`config.mk`:
```
export PLATFORM = sky130hd
export DESIGN_NAME = tree_run_ctrl
export DESIGN_NICKNAME = d
export VERILOG_FILES = /design/src/rtl/tree_ctrl_pkg.sv /design/src/rtl/tree_operand_bank.sv /design/src/rtl/tree_run_ctrl.sv
export SDC_FILE = /design/constraint.sdc
export NUM_CORES = 1
export LEC_CHECK = 0
export ABC_AREA = 0
export BUFFER_PORTS_ARGS = -buffer_cell sky130_fd_sc_hd__buf_2
export CAP_MARGIN = 20
export CORE_UTILIZATION = 33
export DETAILED_ROUTE_END_ITERATION = 10
export SYNTH_ARGS = -nofsm -noshare
export SYNTH_HDL_FRONTEND = slang
export SYNTH_HIERARCHICAL = 1
export SYNTH_SLANG_ARGS = --single-unit
```
`constraint.sdc`:
```
create_clock -name i_clk -period 3.16 [get_ports i_clk]
set_input_delay 0.474 -clock i_clk [delete_from_list [all_inputs] [get_ports i_clk]]
set_output_delay 0.474 -clock i_clk [all_outputs]
set_load 0.05 [all_outputs]
```
`src/rtl/tree_ctrl_pkg.sv`:
```
// Shared definitions for the evaluation-tree run controller and the generated
// root_* wrappers that sit beside it.
package tree_ctrl_pkg;

    // Controller phases: collect operands, wait on the tree, present result
    typedef enum logic [1:0] {
        ST_LOAD = 2'd0,
        ST_RUN  = 2'd1,
        ST_OUT  = 2'd2
    } state_t;

    // Default operand width and operand count of the generated trees
    localparam int DEF_WIDTH = 16;
    localparam int DEF_NARGS = 5;

    // Index width that stays legal for a single-operand tree
    function automatic int idx_bits(input int n);
        return (n > 1) ? $clog2(n) : 1;
    endfunction

endpackage

```
`src/rtl/tree_operand_bank.sv`:
```
// NARGS x WIDTH operand registers with an indexed write port. The flattened
// bus feeds the tree's IN0..IN(N-1) directly.
module tree_operand_bank
    import tree_ctrl_pkg::*;
#(
    parameter int WIDTH = DEF_WIDTH,
    parameter int NARGS = DEF_NARGS,
    parameter int IDXW  = idx_bits(DEF_NARGS)
) (
    input  logic                   i_clk,
    input  logic                   i_rst,
    input  logic                   i_we,
    input  logic [IDXW-1:0]        i_idx,
    input  logic [WIDTH-1:0]       i_data,
    output logic [NARGS*WIDTH-1:0] o_ops
);

    genvar gi;
    generate
        for (gi = 0; gi < NARGS; gi++) begin : g_slot
            logic [WIDTH-1:0] r_slot;
            logic             w_sel;

            assign w_sel = i_we && (i_idx == IDXW'(gi));

            // Slot gi captures the incoming word only when it is the addressed slot
            always_ff @(posedge i_clk or posedge i_rst) begin
                if (i_rst) begin
                    r_slot <= '0;
                end else if (w_sel) begin
                    r_slot <= i_data;
                end
            end

            assign o_ops[gi*WIDTH +: WIDTH] = r_slot;
        end
    endgenerate

endmodule

```
`src/rtl/tree_run_ctrl.sv`:
```
// Run controller for a root_* evaluation tree: gathers NARGS operands from a
// valid/ready stream, holds ST while the tree evaluates, captures RES on RD
// (or flags a timeout), and returns the outcome on a valid/ready result port.
module tree_run_ctrl
    import tree_ctrl_pkg::*;
#(
    parameter int WIDTH   = DEF_WIDTH,
    parameter int NARGS   = DEF_NARGS,
    parameter int TIMEOUT = 1024
) (
    input  logic                   i_clk,
    input  logic                   i_rst,
    input  logic                   i_in_valid,
    input  logic [WIDTH-1:0]       i_in_data,
    output logic                   o_in_ready,
    output logic [NARGS*WIDTH-1:0] o_ops,
    output logic                   o_tst,
    input  logic                   i_trd,
    input  logic [WIDTH-1:0]       i_tres,
    output logic                   o_out_valid,
    output logic [WIDTH-1:0]       o_out_data,
    output logic                   o_out_err,
    input  logic                   i_out_ready,
    output logic                   o_busy
);

    localparam int IDXW = idx_bits(NARGS);
    localparam int TW   = $clog2(TIMEOUT + 1);

    localparam logic [IDXW-1:0] IDX_LAST  = IDXW'(NARGS - 1);
    localparam logic [TW-1:0]   TIMER_MAX = TW'(TIMEOUT);
    localparam logic [TW-1:0]   TIMER_ONE = TW'(1);

    state_t            r_state;
    state_t            w_state_next;
    logic [IDXW-1:0]   r_idx;
    logic [TW-1:0]     r_timer;
    logic [WIDTH-1:0]  r_out_data;
    logic              r_out_err;

    logic              w_accept;
    logic              w_launch;
    logic              w_capture;
    logic              w_timeout;
    logic              w_release;

    // An operand is taken whenever LOAD sees valid; the last one launches the tree
    assign w_accept  = (r_state == ST_LOAD) && i_in_valid;
    assign w_launch  = w_accept && (r_idx == IDX_LAST);
    // RUN cycle 1 (timer==1) ignores RD, which may still be high from the previous run
    assign w_capture = (r_state == ST_RUN) && i_trd && (r_timer != TIMER_ONE);
    // A same-cycle capture takes priority over the timeout
    assign w_timeout = (r_state == ST_RUN) && !w_capture && (r_timer == TIMER_MAX);
    assign w_release = (r_state == ST_OUT) && i_out_ready;

    tree_operand_bank #(
        .WIDTH (WIDTH),
        .NARGS (NARGS),
        .IDXW  (IDXW)
    ) u_bank (
        .i_clk  (i_clk),
        .i_rst  (i_rst),
        .i_we   (w_accept),
        .i_idx  (r_idx),
        .i_data (i_in_data),
        .o_ops  (o_ops)
    );

    // State register
    always_ff @(posedge i_clk or posedge i_rst) begin
        if (i_rst) begin
            r_state <= ST_LOAD;
        end else begin
            r_state <= w_state_next;
        end
    end

    // Next-state logic
    always_comb begin
        w_state_next = r_state;
        case (r_state)
            ST_LOAD: if (w_launch)                w_state_next = ST_RUN;
            ST_RUN:  if (w_capture || w_timeout)  w_state_next = ST_OUT;
            ST_OUT:  if (i_out_ready)             w_state_next = ST_LOAD;
            default:                              w_state_next = ST_LOAD;
        endcase
    end

    // Outputs decoded from state only, so a reset drops ST without waiting for a clock
    always_comb begin
        o_in_ready  = 1'b0;
        o_tst       = 1'b0;
        o_out_valid = 1'b0;
        o_busy      = 1'b1;
        case (r_state)
            ST_LOAD: begin
                o_in_ready = 1'b1;
                o_busy     = 1'b0;
            end
            ST_RUN:  o_tst       = 1'b1;
            ST_OUT:  o_out_valid = 1'b1;
            default: o_busy      = 1'b1;
        endcase
    end

    // Operand slot pointer wraps to 0 on the launching accept
    always_ff @(posedge i_clk or posedge i_rst) begin
        if (i_rst) begin
            r_idx <= '0;
        end else if (w_accept) begin
            r_idx <= (r_idx == IDX_LAST) ? '0 : r_idx + 1'b1;
        end
    end

    // RUN-cycle counter: 1 on the first RUN cycle, saturating at TIMEOUT
    always_ff @(posedge i_clk or posedge i_rst) begin
        if (i_rst) begin
            r_timer <= '0;
        end else if (w_launch) begin
            r_timer <= TIMER_ONE;
        end else if ((r_state == ST_RUN) && (r_timer != TIMER_MAX)) begin
            r_timer <= r_timer + 1'b1;
        end else if (w_release) begin
            r_timer <= '0;
        end
    end

    // Result register: RES on capture, zero plus error flag on timeout, else held
    always_ff @(posedge i_clk or posedge i_rst) begin
        if (i_rst) begin
            r_out_data <= '0;
            r_out_err  <= 1'b0;
        end else if (w_capture) begin
            r_out_data <= i_tres;
            r_out_err  <= 1'b0;
        end else if (w_timeout) begin
            r_out_data <= '0;
            r_out_err  <= 1'b1;
        end
    end

    assign o_out_data = r_out_data;
    assign o_out_err  = r_out_err;

endmodule

```
* Yosys cells after proc, flatten, opt, wreduce, memory -nomap -nowiden
Cells that the tools add are included.
** Storage, ports and cells
- Bits in registers :: 113
- Output and inout bits :: 101
- Logic and storage cells :: 59
** Cells by class
- Add/sub/neg operators :: 2
- Equality and inequality tests :: 12
- Multiplexer cells :: 16
- Reductions and logical operators :: 19
** Operators with widths (count)
- 11-bit two-way mux :: 3
- 16-bit two-way mux :: 2
- 1-bit logical AND :: 12
- 11-bit by 1-bit adder with 11-bit output, second input constant :: 1
- 11-bit equality test, second input constant :: 1
- 11-bit by 1-bit inequality test with 1-bit output, second input constant :: 1
- 11-bit inequality test, second input constant :: 1
- 3-bit by 2-bit equality test with 1-bit output, second input constant :: 2
- 1-bit two-way mux :: 6
- 2-bit two-way mux :: 3
- 2-bit one-hot mux with 3 select lines :: 1
- 2-bit inequality test, second input constant :: 2
- 3-bit by 1-bit adder with 3-bit output, second input constant :: 1
- 3-bit by 1-bit equality test with 1-bit output, second input constant :: 1
- 3-bit equality test, second input constant :: 1
- 3-bit logical NOT :: 1
- 3-bit two-way mux :: 1
- 3-bit AND reduction :: 1
- 3-bit nonzero test :: 1
- 2-bit by 1-bit equality test with 1-bit output, second input constant :: 1
- 2-bit equality test, second input constant :: 1
- 2-bit logical NOT :: 1
- 2-bit by 1-bit inequality test with 1-bit output, second input constant :: 1
- 2-bit nonzero test :: 1
- 2 further kinds :: 2

* Longest topological paths before layout
- Word-level depth :: 9
- Mapped depth :: 7
- Mapped depth without buffers :: 6

* By module
The synthesis kept the hierarchy.
** Modules (own cells, without submodules)
- tree_operand_bank :: instances 1, cells each 174, area an instance 3054.2 µm², sequential area each 2001.9 µm²
- tree_run_ctrl :: instances 1, cells each 152, area an instance 1621.6 µm², sequential area each 825.8 µm²

* Least setup slack after synthesis
OpenSTA, ideal clock, no wires.
- Kind :: register -> register
- Start point :: reg r_state[1]
- End point :: reg u_bank.g_slot[4].r_slot[0]
- Library setup time :: 125 ps
- Arrival time :: 2599 ps
- Data required time :: 3035 ps
- Path slack :: 437 ps
- Cell stages (with the launch flop) :: 8
- Path buffers :: 3
- Path through :: dfrtp_1 -> nor2_1 -> and2_1 -> clkbuf_1 -> nor4bb_1 -> buf_2 -> buf_4 -> mux2_2
** Between the ends
- Word-level cells in the longest chain between the ends :: 3
** RTL lines
- start, declared :: line tree_run_ctrl.sv:34 : state_t r_state;
- start signal, assigned :: line tree_run_ctrl.sv:74 : r_state <= w_state_next;
- 2-bit logical NOT :: line tree_run_ctrl.sv:48 : assign w_accept = (r_state == ST_LOAD) && i_in_valid;
- 1-bit logical AND :: line tree_run_ctrl.sv:48
- via w_accept :: line tree_run_ctrl.sv:41 : logic w_accept;
- 1-bit logical AND :: line tree_operand_bank.sv:24 : assign w_sel = i_we && (i_idx == IDXW'(gi));
- end signal, assigned :: line tree_operand_bank.sv:31 : r_slot <= i_data;
- end, declared :: line tree_operand_bank.sv:21 : logic [WIDTH-1:0] r_slot;
The timed path passes the listed nets, and every way through them passes these cells.
A chain may end at the register's enable or synchronous reset.

* Worst setup path in the final report
- Start point :: reg r_state[0]
- End point :: out o_tst
** Between the ends
- Word-level cells in the longest chain between the ends :: 2
** RTL lines
- 2-bit by 1-bit equality test with 1-bit output :: line tree_run_ctrl.sv:95 : case (r_state)
- 1-bit two-way mux :: line tree_run_ctrl.sv:95
- end, declared :: line tree_run_ctrl.sv:17 : output logic o_tst,
Every way passes these cells.

==> metrics.yaml <==
route:
  drt_pre_antenna_iters: 4
  drc: 0
  drt_first_iter_violations: 112
  vias: 3237
  vias_per_cell: 4.88
  drt.antenna.violating_nets: 0
  avgRoutedWirePerCell_um: 15.9
  wl_um: 10500
sta:
  tightest_slew_ps: 757
  relSlewSlack_pct: 49.6
  rsz0062_at_grt: "false"
  fin_skew_ps: 9.53
  fin_crit_sh_pct: 70.6
  finalMaxSlewViolations: 0
  finalSetupTns_ps: 0
  post-route-min-period_ps: 2230
  fmax_ghz: 0.448
  hold_violations: 0
  setup_viol: 0
clocking:
  cts_tree: "done"
  clockBufferDepth: 2
  holdBufCountCts: 0
  post_cts_buffers: 0
  numCtsBuffers: 17
  cts.sinks: 113
  cts-root-buf: "clkbuf_16"
  cts.clk_slew.worst_paths_ps: 60
  cts-resized-gates: 0
  h-tree-depth: 4
  clk_latency_ps: 410
global_routing:
  antenna_found_initial: 0
  grt-ovfl-total: 0
  grt_max_degree: 34
  first_global_vias: 3280
  globalRouteTotalUtil_pct: 15.5
  grt_pass1_wl_um: 17100
min_path:
  hold_class: "input port to asynchronous set/reset pin"
worst_setup_path:
  worst_ep_arrival_time_ps: 1760
  endpoint_kind: "output pin"
  reg2reg_to: "u_bank/g_slot[4].r_slot[14]"
  r2r_slack_ps: 980
  required_ps: 2690
  r2r_start: "r_state[1]"
  cp_max_fo: 8
  start_kind: "flop"
  reg2reg_depth: 5
  critical_path_class: "flop to output pin"
yosys:
  synth_common_cells: "dfrtp_1, mux2_2, a22o_1"
  synthTopCellsByArea: "dfrtp_1, mux2_2, a22o_1"
  avgSynthCellArea_um2: 14.3
  ys_seq_area_share_pct: 60.5
  synth_edf_count: 0
  ys_types: 42
  ys_seq_elements: 113
  synthCells: 326
  syn-num-nets: 368
  ys.flop_type: "dfrtp_1"
  synth_top_area_cell: "dfrtp_1"
  ys_warn_count: 6
  synth_top_area_share_pct: 60.5
  netlist_area_um2: 4680
  synth.most_common_cell: "dfrtp_1"
  synthArstFlopShare_pct: 100
die:
  num_io_pins: 138
  die_w_um: 121
  die_h_um: 121
  core_area_um2: 13800
  die_area_um2: 14600
  initial_core_util_pct: 33.8
  num_rows: 43
finish:
  fill_cells: 1290
  antenna_cells: 0
  postLayoutCellArea_um2: 6120
  final_nets: 513
  layout-drive-gt1-share_pct: 55.0
  syn2layout_area_growth_pct: 30.9
  postLayoutCoreUtil_pct: 44.3
run_status:
  outcome: "complete, no violations"
flow_run:
  maxCapViolations: 0
placement:
  dpl_cell_area_um2: 5520
  port_buffers: 137
  gp_congestion: 0.773
  hpwl_um: 7290
-- critical path, stage by stage, from the launching register on --
cell     delay (ps)
dfrtp_1         400
nor2b_1         570
buf_2           380
-- worst max path at each step --
stage,from,to,cells past startpoint
floorplan,r_state[1],u_bank/g_slot[4].r_slot[0],7
global placement,r_state[1],u_bank/g_slot[3].r_slot[8],4
detailed placement,r_state[1],u_bank/g_slot[3].r_slot[1],4
CTS,r_state[0],o_tst,2
global route,r_state[1],u_bank/g_slot[3].r_slot[6],4
finish,r_state[0],o_tst,2
-- kinds of logic after synthesis --
| logic type | share of synthesized area (%) |
|---|---|
| simple gates | 7.44 |
| compound gates | 8.00 |
| fa+ha+maj | 1.34 |
| buf+inv | 3.48 |
| mux | 19.3 |
| flops | 60.5 |
-- stage by stage --
step | cells | hold slack (ps) | setup slack [ps]
floorplan | 326 | 502 | 437
global placement | 632 | 472 | 1060
detailed placement | 632 | 482 | 968
CTS | 664 | 78.7 | 920
global route | 664 | 124 | 763
finish | 664 | 83.8 | 928
-- per-layer routing --
metal | global-route usage, % | routed length [um] | up-vias
met1 | 18.6 | 4510 | 1633
met3 | 6.48 | 776 | 11
met5 | 0 | 0 | -
li1 | - | - | 1488
met2 | 24.5 | 5150 | 105
met4 | 6.17 | 103 | 0
-- flip-flops by register name, summed over array words and instances, names as in the netlist --
register	cells
o_out_data	16
o_out_err	1
r_idx	3
r_state	2
r_timer	11
u_bank/g_slot.r_slot	80
-- layout make-up --
type	instances	area, um^2	share of cell area (%)
flip-flops and latches	113	2830	46.2
multi-input cells	187	1700	27.8
repair buffers	143	731	11.9
clock buffers	19	443	7.23
well taps	180	225	3.68
clock inverters	13	160	2.62
inverters	9	35.0	0.572
-- placed cells by master (no fill, tap or decap), types with 5 or more instances in the layout --
cell type,n
buf_2,137
clkinv_2,5
a22o_1,17
a31oi_1,6
dfrtp_1,113
ha_1,5
clkbuf_16,17
a21oi_1,8
nand2_1,16
nand3_1,5
mux2_2,80
inv_1,8
buf_4,6
Power is left out: the tool's default activity adds up to more than one toggle a clock period on the data nets, which glitch-free logic cannot reach.
